### config.mk
export PLATFORM = sky130hd
export DESIGN_NAME = sample_mixer_flat
export DESIGN_NICKNAME = d
export VERILOG_FILES = /design/src/rtl/sample_mixer_if.sv /design/src/rtl/sample_mixer.sv /design/src/flat_wrapper.sv
export SDC_FILE = /design/constraint.sdc
export NUM_CORES = 1
export LEC_CHECK = 0
export CAP_MARGIN = 20
export CORE_MARGIN = 1.5
export CORE_UTILIZATION = 45
export CTS_BUF_LIST = sky130_fd_sc_hd__clkbuf_16
export CTS_CLUSTER_DIAMETER = 100
export CTS_CLUSTER_SIZE = 25
export DETAILED_ROUTE_END_ITERATION = 12
export GPL_TIMING_DRIVEN = 0
export PLACE_DENSITY = 0.78
export SYNTH_ARGS = -nofsm -noshare
export SYNTH_HDL_FRONTEND = slang
export SYNTH_SLANG_ARGS = --single-unit
### constraint.sdc
create_clock -name clk -period 4.4 [get_ports clk]
set_input_delay 0.88 -clock clk [delete_from_list [all_inputs] [get_ports clk]]
set_output_delay 0.88 -clock clk [all_outputs]
set_load 0.01 [all_outputs]
### src/rtl/sample_mixer_if.sv
// Stream bundle between the func_gen sources and sample_mixer: three signed waves
// and a mode select in, a held sample with its strobe, clip flag and f_s out.
interface sample_mixer_if;
    logic signed [11:0] wave_a;
    logic signed [11:0] wave_b;
    logic signed [11:0] wave_c;
    logic        [2:0]  sel;
    logic               f_s;
    logic signed [11:0] din;
    logic               stb;
    logic               clip;

    modport master (
        output wave_a, wave_b, wave_c, sel,
        input  f_s, din, stb, clip
    );

    modport slave (
        input  wave_a, wave_b, wave_c, sel,
        output f_s, din, stb, clip
    );
endinterface

### src/rtl/sample_mixer.sv
// Stimulus conditioning ahead of FIR_HPF: mixes three waves with saturation, divides clk into f_s
// and holds each mixed sample for one f_s period. Define MIX_AVG_EN for boxcar averaging.
module sample_mixer #(
    parameter int DIV_N  = 100,
    parameter int AVG_SH = 3
) (
    input  logic          clk,
    input  logic          rst,
    sample_mixer_if.slave mix
);
    localparam int CW = $clog2(DIV_N);
    localparam logic [CW-1:0] LAST = CW'(DIV_N - 1);
    localparam logic [CW-1:0] HALF = CW'(DIV_N / 2 - 1);

    if ((DIV_N % 2) != 0 || DIV_N < 4) begin : g_bad_div
        $error("sample_mixer: DIV_N must be even and >= 4");
    end
    if (AVG_SH < 0) begin : g_bad_sh
        $error("sample_mixer: AVG_SH must be non-negative");
    end

    logic [CW-1:0]      cnt;
    logic signed [13:0] a14, b14, c14, sum;
    logic signed [11:0] mix_val;
    logic               mix_clip;
    logic               do_sat;
    logic signed [11:0] cap_val;
    logic               cap_clip;

    always_comb begin
        a14      = {{2{mix.wave_a[11]}}, mix.wave_a};
        b14      = {{2{mix.wave_b[11]}}, mix.wave_b};
        c14      = {{2{mix.wave_c[11]}}, mix.wave_c};
        sum      = '0;
        do_sat   = 1'b0;
        mix_val  = '0;
        mix_clip = 1'b0;
        case (mix.sel)
            3'd0: mix_val = mix.wave_a;
            3'd1: mix_val = mix.wave_b;
            3'd2: mix_val = mix.wave_c;
            3'd3: begin
                sum     = a14 + b14;
                mix_val = sum[12:1];
            end
            3'd4: begin
                sum    = a14 + b14;
                do_sat = 1'b1;
            end
            3'd5: begin
                sum    = a14 - b14 - c14;
                do_sat = 1'b1;
            end
            3'd6: begin
                sum    = a14 + b14 + c14;
                do_sat = 1'b1;
            end
            default: mix_val = '0;
        endcase
        if (do_sat) begin
            if (sum > 14'sd2047) begin
                mix_val  = 12'sd2047;
                mix_clip = 1'b1;
            end else if (sum < -14'sd2048) begin
                mix_val  = -12'sd2048;
                mix_clip = 1'b1;
            end else begin
                mix_val = sum[11:0];
            end
        end
    end

`ifdef MIX_AVG_EN
    localparam int ACC_W = 12 + AVG_SH;
    localparam logic [CW-1:0] WIN_START = CW'(DIV_N - (2 ** AVG_SH));

    if ((2 ** AVG_SH) > DIV_N) begin : g_bad_win
        $error("sample_mixer: 2**AVG_SH must not exceed DIV_N");
    end

    logic signed [ACC_W-1:0] acc;
    logic signed [ACC_W-1:0] avg_sum;
    logic signed [ACC_W-1:0] avg_shift;
    logic                    clip_acc;

    // The capture-edge sample is folded in combinationally so the window is exactly 2**AVG_SH samples.
    always_comb begin
        avg_sum   = acc + ACC_W'(mix_val);
        avg_shift = avg_sum >>> AVG_SH;
        cap_val   = avg_shift[11:0];
        cap_clip  = clip_acc | mix_clip;
    end

    always_ff @(posedge clk) begin
        if (rst) begin
            acc      <= '0;
            clip_acc <= 1'b0;
        end else if (cnt == LAST) begin
            acc      <= '0;
            clip_acc <= 1'b0;
        end else if (cnt >= WIN_START) begin
            acc      <= avg_sum;
            clip_acc <= clip_acc | mix_clip;
        end
    end
`else
    always_comb begin
        cap_val  = mix_val;
        cap_clip = mix_clip;
    end
`endif

    always_ff @(posedge clk) begin
        if (rst) begin
            cnt      <= '0;
            mix.f_s  <= 1'b0;
            mix.din  <= '0;
            mix.stb  <= 1'b0;
            mix.clip <= 1'b0;
        end else begin
            mix.stb <= 1'b0;
            if (cnt == LAST) begin
                cnt      <= '0;
                mix.f_s  <= 1'b1;
                mix.stb  <= 1'b1;
                mix.din  <= cap_val;
                mix.clip <= cap_clip;
            end else begin
                cnt <= cnt + 1'b1;
                if (cnt == HALF) begin
                    mix.f_s <= 1'b0;
                end
            end
        end
    end
endmodule
### src/flat_wrapper.sv
// flat-port wrapper written by rule: the top's interface ports become plain ports
module sample_mixer_flat 
#(
    parameter int DIV_N  = 100,
    parameter int AVG_SH = 3
)
  (clk, rst, mix_wave_a, mix_wave_b, mix_wave_c, mix_sel, mix_f_s, mix_din, mix_stb, mix_clip);
  sample_mixer_if mix_i ();
  input  logic clk;
  input  logic rst;
  input wire logic [$bits(mix_i.wave_a)-1:0] mix_wave_a;
  input wire logic [$bits(mix_i.wave_b)-1:0] mix_wave_b;
  input wire logic [$bits(mix_i.wave_c)-1:0] mix_wave_c;
  input wire logic [$bits(mix_i.sel)-1:0] mix_sel;
  output wire logic [$bits(mix_i.f_s)-1:0] mix_f_s;
  output wire logic [$bits(mix_i.din)-1:0] mix_din;
  output wire logic [$bits(mix_i.stb)-1:0] mix_stb;
  output wire logic [$bits(mix_i.clip)-1:0] mix_clip;
  assign mix_i.wave_a = mix_wave_a;
  assign mix_i.wave_b = mix_wave_b;
  assign mix_i.wave_c = mix_wave_c;
  assign mix_i.sel = mix_sel;
  assign mix_f_s = mix_i.f_s;
  assign mix_din = mix_i.din;
  assign mix_stb = mix_i.stb;
  assign mix_clip = mix_i.clip;
  sample_mixer #(.DIV_N(DIV_N), .AVG_SH(AVG_SH)) u_core (.clk(clk), .rst(rst), .mix(mix_i));
endmodule
# --- Word-level counts from Yosys, hierarchy flattened ---
# Index checks and enable logic that the tools add are counted.
classes:
  add_sub_neg: 5
  magnitude_cmp: 2
  n_eq_ne: 8
  muxes: 12
  n_reduce_logical: 5
op_table:
  columns: ["op", "count"]
  rows:
  - ["case mux 12 bit (4 select lines)", 1]
  - ["case mux 14 bit (3 select lines)", 1]
  - ["2-to-1 mux 12 bit", 3]
  - ["adder 13 x 12 -> 14 bit", 1]
  - ["greater-than comparator 14 x 12 -> 1 bit, second input constant", 1]
  - ["< comparator 14 x 12 -> 1 bit, second input constant", 1]
  - ["subtractor 13 x 12 -> 14 bit", 1]
  - ["adder 12 x 12 -> 13 bit", 1]
  - ["subtractor 12 x 12 -> 13 bit", 1]
  - ["== test 3 bit, second input constant", 3]
  - ["adder 7 x 1 -> 7 bit, second input constant", 1]
  - ["== test 7 x 6 -> 1 bit, second input constant", 1]
  - ["== test 7 bit, second input constant", 1]
  - ["2-to-1 mux 1 bit", 7]
  - ["== test 3 x 2 -> 1 bit, second input constant", 2]
  - ["OR reduction 2 bit", 2]
  - ["== test 3 x 1 -> 1 bit, second input constant", 1]
  - ["zero test 3 bit", 1]
  - ["OR reduction 3 bit", 1]
  - ["nonzero test 2 bit", 1]
totals:
  regBits: 22
  in_bits: 41
  word_cells: 37
  output_inout_bits: 15

# --- Logic depth before layout (Yosys ltp) ---
depth:
  depth_word: 7
  depth_mapped: 20
  ltp_nobuf: 19

# --- Least setup slack after synthesis ---
# Ideal clock, no wire load.
synth_timing:
  path_kind: "input -> register"
  from: "in mix_wave_b[0]"
  to: "reg u_core.mix.din[0]"
  setup_slack_ns: 0.059
  path_stages: 19
  required_time_ns: 4.267
  n_path_buf: 0
  setup_time_ns: 0.133
  arrival_time_ns: 4.208
  cell_sequence: "ha_1 -> inv_1 -> fa_1 -> nor2b_1 -> o31a_1 -> o21ai_0 -> nand2b_1 -> xnor2_1 -> inv_1 -> ha_1 -> a211oi_1 -> o211ai_1 -> nor4b_1 -> o21ai_0 -> nand4_1 -> o311a_1 -> and2_1 -> o21ai_2 -> o211ai_1"
synth_between:
  elab_chain_len: 7
  elab_cells_between_ends: 11
  cone_classes: "add/sub: 4; order compare: 2; mux: 5"
synth_rtl:
  columns: ["element", "line_no", "text"]
  rows:
  - ["from (decl)", "flat_wrapper.sv:12", "input wire logic [$bits(mix_i.wave_b)-1:0] mix_wave_b;"]
  - ["adder 12 x 12 -> 13 bit / subtractor 12 x 12 -> 13 bit (equally long branches)", null, null]
  - ["adder 13 x 12 -> 14 bit / subtractor 13 x 12 -> 14 bit (equally long branches)", "sample_mixer.sv:55, sample_mixer.sv:51", null]
  - ["case mux 14 bit (3 select lines)", "sample_mixer.sv:38", "case (mix.sel)"]
  - ["< comparator 14 x 12 -> 1 bit", "sample_mixer.sv:64", "end else if (sum < -14'sd2048) begin"]
  - ["2-to-1 mux 12 bit", "sample_mixer.sv:64", null]
  - ["2-to-1 mux 12 bit", "sample_mixer.sv:61", "if (sum > 14'sd2047) begin"]
  - ["2-to-1 mux 12 bit *", "sample_mixer.sv:60", "if (do_sat) begin"]
  - ["to (signal assigned)", "sample_mixer.sv:126", "mix.din <= cap_val;"]
  - ["to (decl)", "sample_mixer_if.sv:20", "output f_s, din, stb, clip"]
# Every way passes the cells marked *; elsewhere a longest branch is shown, timed or not.
# A chain may end at the register's enable or synchronous reset.

# --- Worst setup path after layout ---
layout_timing:
  from: "in mix_wave_a[7]"
  to: "reg u_core.mix.din[2]"
layout_between:
  elab_chain_len: 7
  elab_cells_between_ends: 10
  cone_classes: "add/sub: 4; order compare: 2; mux: 4"
layout_rtl:
  columns: ["element", "line_no", "text"]
  rows:
  - ["from (decl)", "flat_wrapper.sv:11", "input wire logic [$bits(mix_i.wave_a)-1:0] mix_wave_a;"]
  - ["adder 12 x 12 -> 13 bit / subtractor 12 x 12 -> 13 bit (equally long branches)", null, null]
  - ["adder 13 x 12 -> 14 bit / subtractor 13 x 12 -> 14 bit (equally long branches)", "sample_mixer.sv:55, sample_mixer.sv:51", null]
  - ["case mux 14 bit (3 select lines) *", "sample_mixer.sv:38", null]
  - ["< comparator 14 x 12 -> 1 bit", "sample_mixer.sv:64", null]
  - ["2-to-1 mux 12 bit", "sample_mixer.sv:64", null]
  - ["2-to-1 mux 12 bit *", "sample_mixer.sv:61", null]
  - ["2-to-1 mux 12 bit *", "sample_mixer.sv:60", null]
# Marks and branches as above.

==> qor.yml <==
die_area_sq_um: 8220
yosys_warnings: 0
wire_per_inst_um: 18.2
status: "finished clean"
path_cells: "clkdlybuf4s15_1 > ha_2 > or4_4 > o21a_1 > a21o_1 > a21oi_2 > xnor2_2 > ha_4 > a21oi_4 > o21ai_2 > a32o_1 > a211oi_2 > nand4_1 > o2111ai_2 > buf_6 > o21a_1 > o21ai_0"
holdBufCountCts: 0
die_w_um: 90.7
synth_edf_count: 0
fin_tns_setup_ps: 0
setup_viol: 0
worstMarginPinSlew_ps: 1090
insertion_delay_ps: 250
synth_cell_type_count: 51
max_slew_margin: 0.268
synth_top_area_share: 0.152
path_delay_family: "compound AO/OA/AOI/OAI gates"
row_count: 31
start_util: 0.472
vias_per_cell: 6.07
timing.final.max_slew_violations: 0
syn_to_final_growth_pct: 33.3
overflow: 0
dp_hpwl_um: 8160
port_buffers: 51
yosysSeqAreaShare: 0.127
diodes: 0
drt-total-wl_um: 10900
drive_gt1_frac: 0.200
synth_top_area_cell: "ha_1"
path_class: "in2reg"
post_synth.cell_area_avg_sq_um: 8.18
numCtsBuffers: 3
min_period_over_period: 0.978
place_congestion: 0.930
ctsLongestPathBuffers: 2
crit_arrival_ps: 4430
fin_nets: 599
fin_total_pwr_w: 0.00122
start_kind: "input port"
dieHeight_um: 90.7
grt_pass1_wl_um: 17200
hold_viol: 0
synthMostInstantiatedCell: "ha_1"
min_period_ps: 4300
antenna_left: 0
cts_tree: "built"
synth_common_cells: "42 x ha_1, 40 x inv_1, 32 x o21ai_0, 31 x nor2_1, 30 x nand2_1"
fmax_mhz: 232
grt_pass1_vias: 3642
synth-seq-cells: 22
finalClockSkew_ps: 2.32
placedInstanceArea_sq_um: 4090
slowest_stage: "or4_4"
rsz0062_at_grt: "no"
drc: 0
power_density_nw_per_um2: 265
num_vias: 3636
stdcell_count: 599
vdd_drop_max_uv: 113
crit_fanout: 5
cts_root_buf: "clkbuf_16"
cp_data_required_time_ps: 4530
finish.utilization: 0.629
drt_iter0_drc: 224
p_leak_nw: 1.92
synth_area_sq_um: 3460
synth_nets: 520
grt_max_degree: 12
cts_sinks: 22
crit_path_end_kind: "register"
placed_cells_incl_taps: 573
io_pins: 56
synthFlopType: "dfxtp_1"
postSynthCellCount: 423
drtPass1Iterations: 5
grt_antenna_before_repair: 0
min_path_type: "reg2reg"
synth_area_leaders: "ha_1 15%, dfxtp_1 13%, fa_1 8.1%"
clkTransAtPathRegs_ps: 50
crit_path_frequent_cell: "o21a_1"
coreArea_sq_um: 7330
cts_max_level: 1
cp_num_buf_inv: 2
drv_cap: 0
cpPeakStageDelay_ps: 480
final_area_sq_um: 4610
track_usage: 0.260
async_flop_share: 0
-- path summary, 6_finish.rpt --
| path | slack [ps] | end | depth (start not counted) | from |
|---|---|---|---|---|
| setup / recovery | 100 | u_core.mix.din[2] | 17 | mix_wave_a[7] |
| hold / removal | 440 | u_core.mix.din[11] | 2 | u_core.mix.din[11] |
| setup reg to reg | 1810 | u_core.mix.din[8] | 6 | u_core.cnt[3] |
| hold reg to reg | 440 | u_core.mix.din[11] | 2 | u_core.mix.din[11] |
-- metrics by stage --
stage	setup slack [ps]	hold slack [ps]
after floorplan	59.2	430
after global placement	-1150	431
after detailed placement	-1220	439
after CTS	2.08	447
after global routing	5.51	462
final	96.9	444
-- flip-flops by register name, indices dropped and copies added (netlist names) --
name             cells
u_core.mix.din      12
u_core.cnt           7
u_core.mix.clip      1
u_core.mix.f_s       1
u_core.mix.stb       1
-- cell families after synthesis --
logic type,count (synthesis),synth area share
AO/OA/AOI/OAI,138,0.265
multiplexers,16,0.0864
AND/OR/NAND/NOR,107,0.150
XOR/XNOR,32,0.0810
flip-flops,22,0.127
adder cells (fa/ha/maj),56,0.233
buffers and inverters,52,0.0575
-- worst min-delay path, stage by stage, from the launching register on --
cell	delay [ps]
dfxtp_1	310
nand2_1	50
nand2_1	40
-- cell type report --
type	instances	area (sq um)
plain buffers	12	55.1
clock buffers	3	75.1
fillers	621	2720
inverters	40	150
multi-input cells	350	3130
flip-flops and latches	22	440
well taps	99	124
repair buffers	73	637
-- cell usage in the layout, fill, tap and decap left out, drive strengths merged, types with 5 or more instances in the layout --
master         count
ha                42
inv               40
clkdlybuf4s50     34
o21ai             34
nor2              31
nand2             30
buf               27
a21oi             26
dfxtp             22
clkbuf            20
xnor2             19
a22oi             14
fa                14
xor2              13
o211ai            12
mux4              11
o21a              10
and3               8
a21o               8
nand3              7
a211oi             7
nand2b             5
-- routing by layer --
metal	vias to the layer above	share of wire	GRT usage
met3	28	0.067	0.0370
met5	-	0	0
li1	1719	-	-
met1	1711	0.43	0.326
met2	178	0.49	0.451
met4	0	0.018	0.0913
-- where the power goes --
group          switching [W]  total, W  leakage (nW)  internal [W]
sequential        0.00000242  0.000204         0.178      0.000202
combinational       0.000452  0.000835          1.70      0.000382
clock              0.0000653  0.000185        0.0370      0.000120
total               0.000520   0.00122          1.92      0.000704
-- repair_timing --
item | CTS | global route
resized for setup | 64 | 43
setup buffers | 15 | 6
setup endpoints to repair | 13 | 13
pin swaps | 24 | 20
cloned | 2 | 0
No activity file was read; power rests on OpenSTA's default activity.
